### src/rtl/hourly_logger.sv
// Counts arriving cars and, at each end-of-hour tick, writes the cumulative total to RAM at the hour's address.
// Latency: wr_en/wr_addr/wr_data appear one clk after hour_tick; all outputs are registered.
// No backpressure: the RAM accepts every write; a tick arriving while busy or done is dropped and flagged on overrun.
module hourly_logger #(
  parameter int ADDR_W    = 3,
  parameter int DATA_W    = 4,
  parameter int NUM_HOURS = 8
) (
  input  logic              clk,
  input  logic              rst,
  input  logic              car_in_i,
  input  logic              hour_tick_i,
  output logic              wr_en_o,
  output logic [ADDR_W-1:0] wr_addr_o,
  output logic [DATA_W-1:0] wr_data_o,
  output logic [ADDR_W-1:0] hour_o,
  output logic              done_o,
  output logic              overrun_o
);

  localparam logic [ADDR_W-1:0] LAST_HOUR = ADDR_W'(NUM_HOURS - 1);
  localparam logic [DATA_W-1:0] TOTAL_MAX = '1;

  typedef enum logic [1:0] {
    S_COUNT = 2'd0,
    S_WRITE = 2'd1,
    S_DONE  = 2'd2
  } state_t;

  state_t            state_q;
  logic [DATA_W-1:0] total_q;
  logic [DATA_W-1:0] total_d;
  logic [ADDR_W-1:0] hour_q;
  logic              wr_en_q;
  logic [ADDR_W-1:0] wr_addr_q;
  logic [DATA_W-1:0] wr_data_q;
  logic              done_q;
  logic              overrun_q;

  // Saturating car total; counting continues through WRITE so no car is lost, and freezes once the day is done.
  always_comb begin
    total_d = total_q;
    if (state_q != S_DONE && car_in_i && total_q != TOTAL_MAX) begin
      total_d = total_q + 1'b1;
    end
  end

  // Logging FSM with registered write strobe, address, data, done and overrun.
  always_ff @(posedge clk or posedge rst) begin
    if (rst) begin
      state_q   <= S_COUNT;
      total_q   <= '0;
      hour_q    <= '0;
      wr_en_q   <= 1'b0;
      wr_addr_q <= '0;
      wr_data_q <= '0;
      done_q    <= 1'b0;
      overrun_q <= 1'b0;
    end else begin
      total_q   <= total_d;
      wr_en_q   <= 1'b0;
      overrun_q <= 1'b0;
      case (state_q)
        S_COUNT: begin
          if (hour_tick_i) begin
            // Snapshot uses total_d so a car in the tick cycle belongs to the closing hour.
            state_q   <= S_WRITE;
            wr_en_q   <= 1'b1;
            wr_addr_q <= hour_q;
            wr_data_q <= total_d;
          end
        end
        S_WRITE: begin
          overrun_q <= hour_tick_i;
          if (hour_q == LAST_HOUR) begin
            state_q <= S_DONE;
            done_q  <= 1'b1;
          end else begin
            state_q <= S_COUNT;
            hour_q  <= hour_q + 1'b1;
          end
        end
        S_DONE: begin
          overrun_q <= hour_tick_i;
        end
        default: begin
          state_q <= S_COUNT;
        end
      endcase
    end
  end

  assign wr_en_o   = wr_en_q;
  assign wr_addr_o = wr_addr_q;
  assign wr_data_o = wr_data_q;
  assign hour_o    = hour_q;
  assign done_o    = done_q;
  assign overrun_o = overrun_q;

endmodule
### config.mk
export PLATFORM = sky130hd
export DESIGN_NAME = hourly_logger
export DESIGN_NICKNAME = d
export VERILOG_FILES = /design/src/rtl/hourly_logger.sv
export SDC_FILE = /design/constraint.sdc
export NUM_CORES = 1
export LEC_CHECK = 0
export CORE_ASPECT_RATIO = 0.9
export CORE_UTILIZATION = 45
export DETAILED_ROUTE_END_ITERATION = 10
export PLACE_DENSITY = 0.69
export SETUP_SLACK_MARGIN = 0.15
export SYNTH_ARGS = -nofsm -noshare
export SYNTH_HDL_FRONTEND = slang
export SYNTH_SLANG_ARGS = --single-unit
### constraint.sdc
create_clock -name clk -period 2.52 [get_ports clk]
set_input_delay 0.378 -clock clk [delete_from_list [all_inputs] [get_ports clk]]
set_output_delay 0.378 -clock clk [all_outputs]
set_load 0.005 [all_outputs]
=== Word-level counts from Yosys, hierarchy flattened ===
Cells that the tools add are included.

* Word-level logic and storage cells: 33
* Register bits: 19
* Bits of input ports: 4
* Output and inout bits: 13

* Multiplexer cells: 7
* Reduce and logical (&&, ||, !) cells: 8
* Equality and inequality tests: 6
* Bitwise logic cells: 2
* Add/sub/neg operators: 2

{| class="wikitable"
|+ Operator list
! operator !! count
|-
| 2-bit AND reduction || 4
|-
| 2-bit case mux with 3 select lines || 1
|-
| 4-bit by 1-bit adder with 4-bit output, second input constant || 1
|-
| 2-bit two-way mux || 2
|-
| 4-bit two-way mux || 1
|-
| 2-bit inequality test, second input constant || 2
|-
| 4-bit inequality test, second input constant || 1
|-
| 3-bit by 1-bit adder with 3-bit output, second input constant || 1
|-
| 3-bit equality test, second input constant || 1
|-
| 1-bit two-way mux || 3
|-
| 2-bit by 1-bit equality test with 1-bit output, second input constant || 1
|-
| 2-bit equality test, second input constant || 1
|-
| 1-bit logical AND || 2
|-
| 2-bit logical NOT || 1
|-
| 1-bit inverter || 2
|-
| 2-bit OR reduction || 1
|}

=== Longest topological paths before layout ===
* Depth in word-level cells: 4
* Gate-level depth with buffers: 5
* Depth with buffers taken out: 5

=== Least setup slack after synthesis ===
Ideal clock, no wire load.

* Path kind: reg2reg
* Start point: register hour_q[0] (netlist: hour_o[0])
* End point: register hour_q[1] (netlist: hour_o[1])
* Data arrival time: 1.351 ns
* Slack: 1.044 ns
* Cell stages (with the launch flop): 5
* Path buffers: 0
* Period minus slack after synthesis: 1.476 ns
* Library setup time: 0.125 ns
* Data required time: 2.395 ns
* Path through: dfrtp_1 ha_1 ha_1 nor2b_1 mux2_2

* Word-level cells in the longest chain between the ends: 3
* Elaborated cells between the ends (all ways): 4
* Those cells by class: add/sub (1); eq/ne (1); bitwise (1); reduce/logical (1)

{| class="wikitable"
|+ RTL lines
! element !! RTL line !! source
|-
| from (decl) || 33 || <nowiki>logic [ADDR_W-1:0] hour_q;</nowiki>
|-
| from (signal assigned) || 80 || <nowiki>hour_q <= hour_q + 1'b1;</nowiki>
|-
| branches (longest 3 deep; another with 3-bit by 1-bit adder with 3-bit output) || n/a ||
|}

Parallel ways; which one is timed is not known.
A chain may end at the register's enable or synchronous reset.

=== Worst setup path after layout ===
* Start point: register hour_q[0] (netlist: hour_o[0])
* End point: output port hour_o[0]

{| class="wikitable"
|+ RTL lines
! element !! RTL line !! source
|-
| to (decl) || 16 || <nowiki>output logic [ADDR_W-1:0] hour_o,</nowiki>
|}

No word-level cell between the ends.

==> results.py <==
metrics = {
    "die": {
        "die_width_microns": 48.24,
        "fp.dieH_microns": 43.61,
        "initial_utilization": 0.4993,
        "io_pins": 17,
        "coreArea_sq_mm": 0.001734,
        "die_area_sq_mm": 0.002104,
        "rows": 14,
    },
    "worst_setup_path": {
        "critPathCaptureType": "output port",
        "path_depth": 1,
        "crit_type": "reg2out",
        "timing.rr.start": "hour_o[0]",
        "slowest_delay_ns": 0.53,
        "cp_max_fo": 4,
        "rr_endpoint": "hour_o[1]",
        "critPathLaunchType": "register",
        "crit_required_ns": 2.14,
        "reg2regPathDepth": 4,
        "cp_num_buf_inv": 1,
        "slowest_stage": "clkdlybuf4s50_1",
        "reg2reg_slack_ns": 0.96,
        "critPathArrivalTime_ns": 1.23,
        "path_delay_family": "buffers and inverters",
        "cp_cell_sequence": "clkdlybuf4s50_1",
    },
    "clocking": {
        "clock_latency_ns": 0.29,
        "cts_resized": 0,
        "cts_buffers": 3,
        "hold_buffers": 0,
        "root_buffer": "clkbuf_4",
        "clockBufferDepth": 2,
        "cts_tree": "yes",
        "clk_pin_slew_ns": 0.11,
        "htreeDepth": 1,
        "post-cts-setup-buffer-count": 0,
        "cts.sinks": 19,
    },
    "grt": {
        "grt_first_pass_wirelength_mm": 2.456,
        "grt_use_total": 0.1735,
        "grt_max_degree": 20,
        "gr-total-overflow": 0,
        "antenna_found_initial": 0,
        "grt_pass1_vias": 539,
    },
    "pwr": {
        "p_leak_nw": 0.5472,
        "p_per_area_mw_per_mm2": 444.3,
        "ir_drop_v": 0.0002710,
    },
    "status": {
        "status": "finished, final reports clean",
    },
    "place": {
        "io_buffers": 16,
        "dp_hpwl_mm": 1.045,
        "dp.cells": 108,
        "gp_congestion": 0.7992,
    },
    "detailed_routing": {
        "final_antenna_net_count": 0,
        "vias_per_cell": 4.991,
        "drc": 0,
        "drt-pass1-iter-count": 4,
        "wire_per_inst_microns": 12.29,
        "drt_wl_total_mm": 1.376,
        "vias": 559,
        "drt_iter0_drc": 11,
    },
    "yosys": {
        "synth_seq_area_share": 0.5491,
        "syn_nets": 79,
        "synth_top_family_by_area": "multiplexers",
        "ys_ff_latch": 19,
        "synth_mux_area_frac": 0.1243,
        "synth_xor_xnor_area_share": 0.01012,
        "syn_area_sq_um": 865.8,
        "synthSimpleGateAreaFrac": 0.1084,
        "synth.distinct_cells": 25,
        "syn_avg_cell_area_sq_um": 12.73,
        "yosysWarningCount": 0,
        "synth_compound_area_frac": 0.08092,
        "synthAdderAreaFrac": 0.1012,
        "netlist_instances": 68,
    },
    "timing": {
        "worstMarginPinSlew_ns": 0.6870,
        "clock_skew_ns": 0.001420,
        "finalMaxSlewViolations": 0,
        "rsz0062_at_grt": "false",
        "finalHoldViolations": 0,
        "relSlewSlack": 0.5415,
        "fmaxAchievable_ghz": 0.6213,
        "fin_crit_ns": 1.610,
        "fin_setup_tns_ns": 0,
        "min_period_over_period": 0.6387,
        "final-setup-viol-count": 0,
    },
    "finish": {
        "area_growth_pct": 25.14,
        "final_nets": 100,
        "final_cell_mix": "19 x dfrtp_1, 16 x clkdlybuf4s50_1, 7 x ha_1, 6 x inv_1, 6 x mux2_2",
        "instances_no_fill": 112,
        "antenna_cells": 0,
        "nFillCells": 145,
        "drive_gt1_frac": 0.1591,
        "utilization": 0.6248,
        "final_common_cell": "dfrtp_1",
    },
    "run": {
        "drv_cap": 0,
    },
    "hold_path": {
        "min_path_type": "in2async",
    },
}
## worst reg2reg max path, cell delays in order (launching register included)
cell     delay, ns
dfrtp_1       0.43
ha_1          0.22
ha_1          0.19
nor2b_1       0.26
mux2_2        0.37
## metrics by stage
stage / total power [W] / setup WS [ns] / hold WS, ns / instance area [sq um]
finish: 0.0004815 / 0.9104 / 0.4795 / 1084
global route: 0.0005043 / 0.8385 / 0.5108 / 1084
CTS: 0.0004853 / 0.8924 / 0.4872 / 1084
detailed placement: 0.0003380 / 0.7998 / 0.4588 / 1056
global placement: 0.0003377 / 0.8030 / 0.4502 / 1056
floorplan: 0.0003272 / 1.044 / 0.3291 / 865.8
## layout make-up
type / count / area (sq um) / area share
clock inverters: 1 / 5.005 / 0.004619
repair buffers: 16 / 160.2 / 0.1478
well taps: 24 / 30.03 / 0.02771
inverters: 6 / 22.52 / 0.02079
clock buffers: 3 / 22.52 / 0.02079
multi-input cells: 43 / 367.9 / 0.3395
flip-flops and latches: 19 / 475.5 / 0.4388
## worst max path at each step
stage	slack [ns]	startpoint	to
after global placement	0.80	car_in_i	wr_data_o[2]
after global routing	0.84	hour_o[0]	hour_o[0]
after floorplan	1.04	hour_o[0]	hour_o[1]
after CTS	0.89	hour_o[2]	hour_o[2]
final	0.91	hour_o[0]	hour_o[0]
after detailed placement	0.80	car_in_i	wr_data_o[2]
## cells in the mapped netlist
library cell	n	area, sq um
or3_1	1	6.260
dfrtp_1	19	475.5
nand3b_1	1	7.510
mux2_4	2	30.03
nor2_1	1	3.750
nor2b_1	1	6.260
mux2_2	6	67.56
nand2b_4	1	13.76
nand3_1	1	5.000
mux2i_1	1	10.01
and2_1	1	6.260
o21ai_0	2	10.01
a31oi_1	1	6.260
nor3_1	1	5.000
o21ba_2	1	10.01
ha_1	7	87.58
o311a_1	1	10.01
a21oi_1	2	10.01
xor2_1	1	8.760
o31ai_1	2	15.01
a2bb2oi_1	1	8.760
nand2b_1	3	18.77
and3_1	1	6.260
nand2_1	4	15.01
inv_1	6	22.52
## routing by layer
layer  vias to the layer above  part of all wire  GRT usage
li1                        275                 -          -
met1                       269              0.51     0.2672
met2                        13              0.45     0.2293
met3                         2             0.033    0.03750
met4                         0             0.012    0.08333
met5                         -                 0          0
## logic make-up after synthesis
group,after synthesis
flops,19
xor+xnor,1
compound gates,10
simple gates,16
mux,9
buf+inv,6
fa+ha+maj,7
## power by group
group	total, W	internal [W]	switching [W]	leakage (nW)
Combinational	0.0000213	0.00000943	0.0000119	0.277
Sequential	0.000310	0.000308	0.00000220	0.252
Clock	0.000150	0.0000590	0.0000910	0.0177
Total	0.000481	0.000376	0.000105	0.547
## state kept, by name (all words and copies together), names as in the netlist
name and count:
wr_addr_o 3, total_q 4, hour_o 3, done_o 1, wr_en_o 1, wr_data_o 4
state_q 2, overrun_o 1
Note: power is estimated with default switching activity, not from simulation.
==> RTL change: new RTL, same flow settings <==
The parameter `ADDR_W` goes from 3 to 4.
--- a/src/rtl/hourly_logger.sv
+++ b/src/rtl/hourly_logger.sv
@@ -2,7 +2,7 @@
 // Latency: wr_en/wr_addr/wr_data appear one clk after hour_tick; all outputs are registered.
 // No backpressure: the RAM accepts every write; a tick arriving while busy or done is dropped and flagged on overrun.
 module hourly_logger #(
-  parameter int ADDR_W    = 3,
+  parameter int ADDR_W    = 4,
   parameter int DATA_W    = 4,
   parameter int NUM_HOURS = 8
 ) (
Ports: changed (resized hour_o and wr_addr_o); port bits go from 17 to 19. The function was not compared with the original's and may differ.
==> RTL change against the unedited design <==
- power grew 8.9%
- sequential cell count grew 2
- via count grew 15%
- worst setup slack lost 0.072 ns
- cell area grew 9.4%
- routed wire length grew 20%
- fmax shrank 4.3%
- area after synthesis grew 9.4%
==> RTL change: results (changes against the unedited design) <==
run status: finished, final reports clean
post-layout power: 0.524 mW (+8.9%)
number of placed instances with taps included: 121 (+12%)
clk_skew: 0.00150 ns (+0.0000759 ns)
worst slew pin tran: 0.764 ns (+0.0770 ns)
Final Hold Slack: 0.489 ns (+0.00950 ns)
terminus of the critical flop-to-flop path: wr_data_o[2]
internal power consumption: 0.411 mW (+9.2%)
initial antenna violation count: 0 (unchanged)
dominant cells by area after synthesis: dfrtp_1, ha_1, mux2_2
part of the Yosys area used for sequential elements: 0.555 (+0.00569)
end point of the critical path: hour_o[2]
post-DR wirelength/cell: 13.2 microns (+7.6%)
Register-to-Register Path Depth: 5 (+1)
detail-routed via count per cell: 5.14 (+2.9%)
via count of the first global-routing pass: 640 (+19%)
first-pass GRT wire length: 2830 microns (+15%)
initial detailed-routing violation count: 20 (+9)
leakage power of the design: 0.579 nW (+5.7%)
max incr delay on CP: 0.55 ns (+0.02 ns)
final estimated routing congestion in global placement: 0.791 (-1.1%)
total detailed-routing wirelength: 1650 microns (+20%)
dpl hpwl: 1250 microns (+20%)
standard cell area after detailed placement: 1160 sq um (+9.7%)
start point of the critical path: hour_o[2]
reg-to-reg startpoint: state_q[1]
count of different cell masters after synthesis: 26 (+4.0%)
Worst Hold Class: reg2reg
post_cts resized: 0 (unchanged)
total inserted antenna cells: 0 (unchanged)
cts bufs inserted: 3 (unchanged)
maximum vdd ir drop: 0.000423 V (+56%)
Final nets: 111 (+11%)
layout cells sized above 1: 0.120 (-0.0391)
share of synthesized registers carrying an async set or reset: 1.00 (unchanged)
arrival time of the worst setup path: 1.30 ns (+0.07 ns)
IO buf count: 18 (+2)
master of the slowest instance on the critical path: clkdlybuf4s50_1
Synth Area per Inst: 12.1 sq um (-4.6%)
number of iterations in the first detailed-routing pass: 4 (unchanged)
Crit Path Max Fanout: 7 (+3)
leading register cell type out of synthesis: dfrtp_1
Mapped Nets: 88 (+11%)
GRT Overall Usage: 0.171 (-0.00269)
Clk power: 0.160 mW (+7%)
most frequent cells after synthesis: dfrtp_1, inv_1, ha_1
seq pwr: 0.342 mW (+10%)
maximum number of pins on one net before global-route repair: 22 (+10%)
postcts setup bufs: 0 (unchanged)
==> RTL change: cell families (layout without fill, tap and decap cells) <==
logic type / Yosys count / in the layout / share of synthesized area
buf+inv: 7 / 29 / 0.0277
mux: 8 / 8 / 0.102
fa+ha+maj: 6 / 6 / 0.0793
xor+xnor: 1 / 1 / 0.00925
flops: 21 / 21 / 0.555
simple gates: 21 / 21 / 0.129
compound gates: 14 / 14 / 0.0978
==> RTL change: final cells by class <==
class                           count  area [sq um]
Clock buffer                        4          26.3
Fill cell                         178           767
Inverter                            7          26.3
Multi-Input combinational cell     50           395
Sequential cell                    21           526
Tap cell                           25          31.3
Timing Repair Buffer               18           180
==> RTL change: metal layers <==
metal  track usage  wire [microns]
met5             0               0
met4        0.0333               0
met3        0.0600              82
met2         0.277             784
met1         0.225             785
==> RTL change: stage by stage <==
stage	setup WS, ns	utilization
floorplan	1.06	-
global placement	0.790	0.594
detailed placement	0.758	0.594
CTS	0.819	0.607
global route	0.760	0.607
finish	0.839	0.607
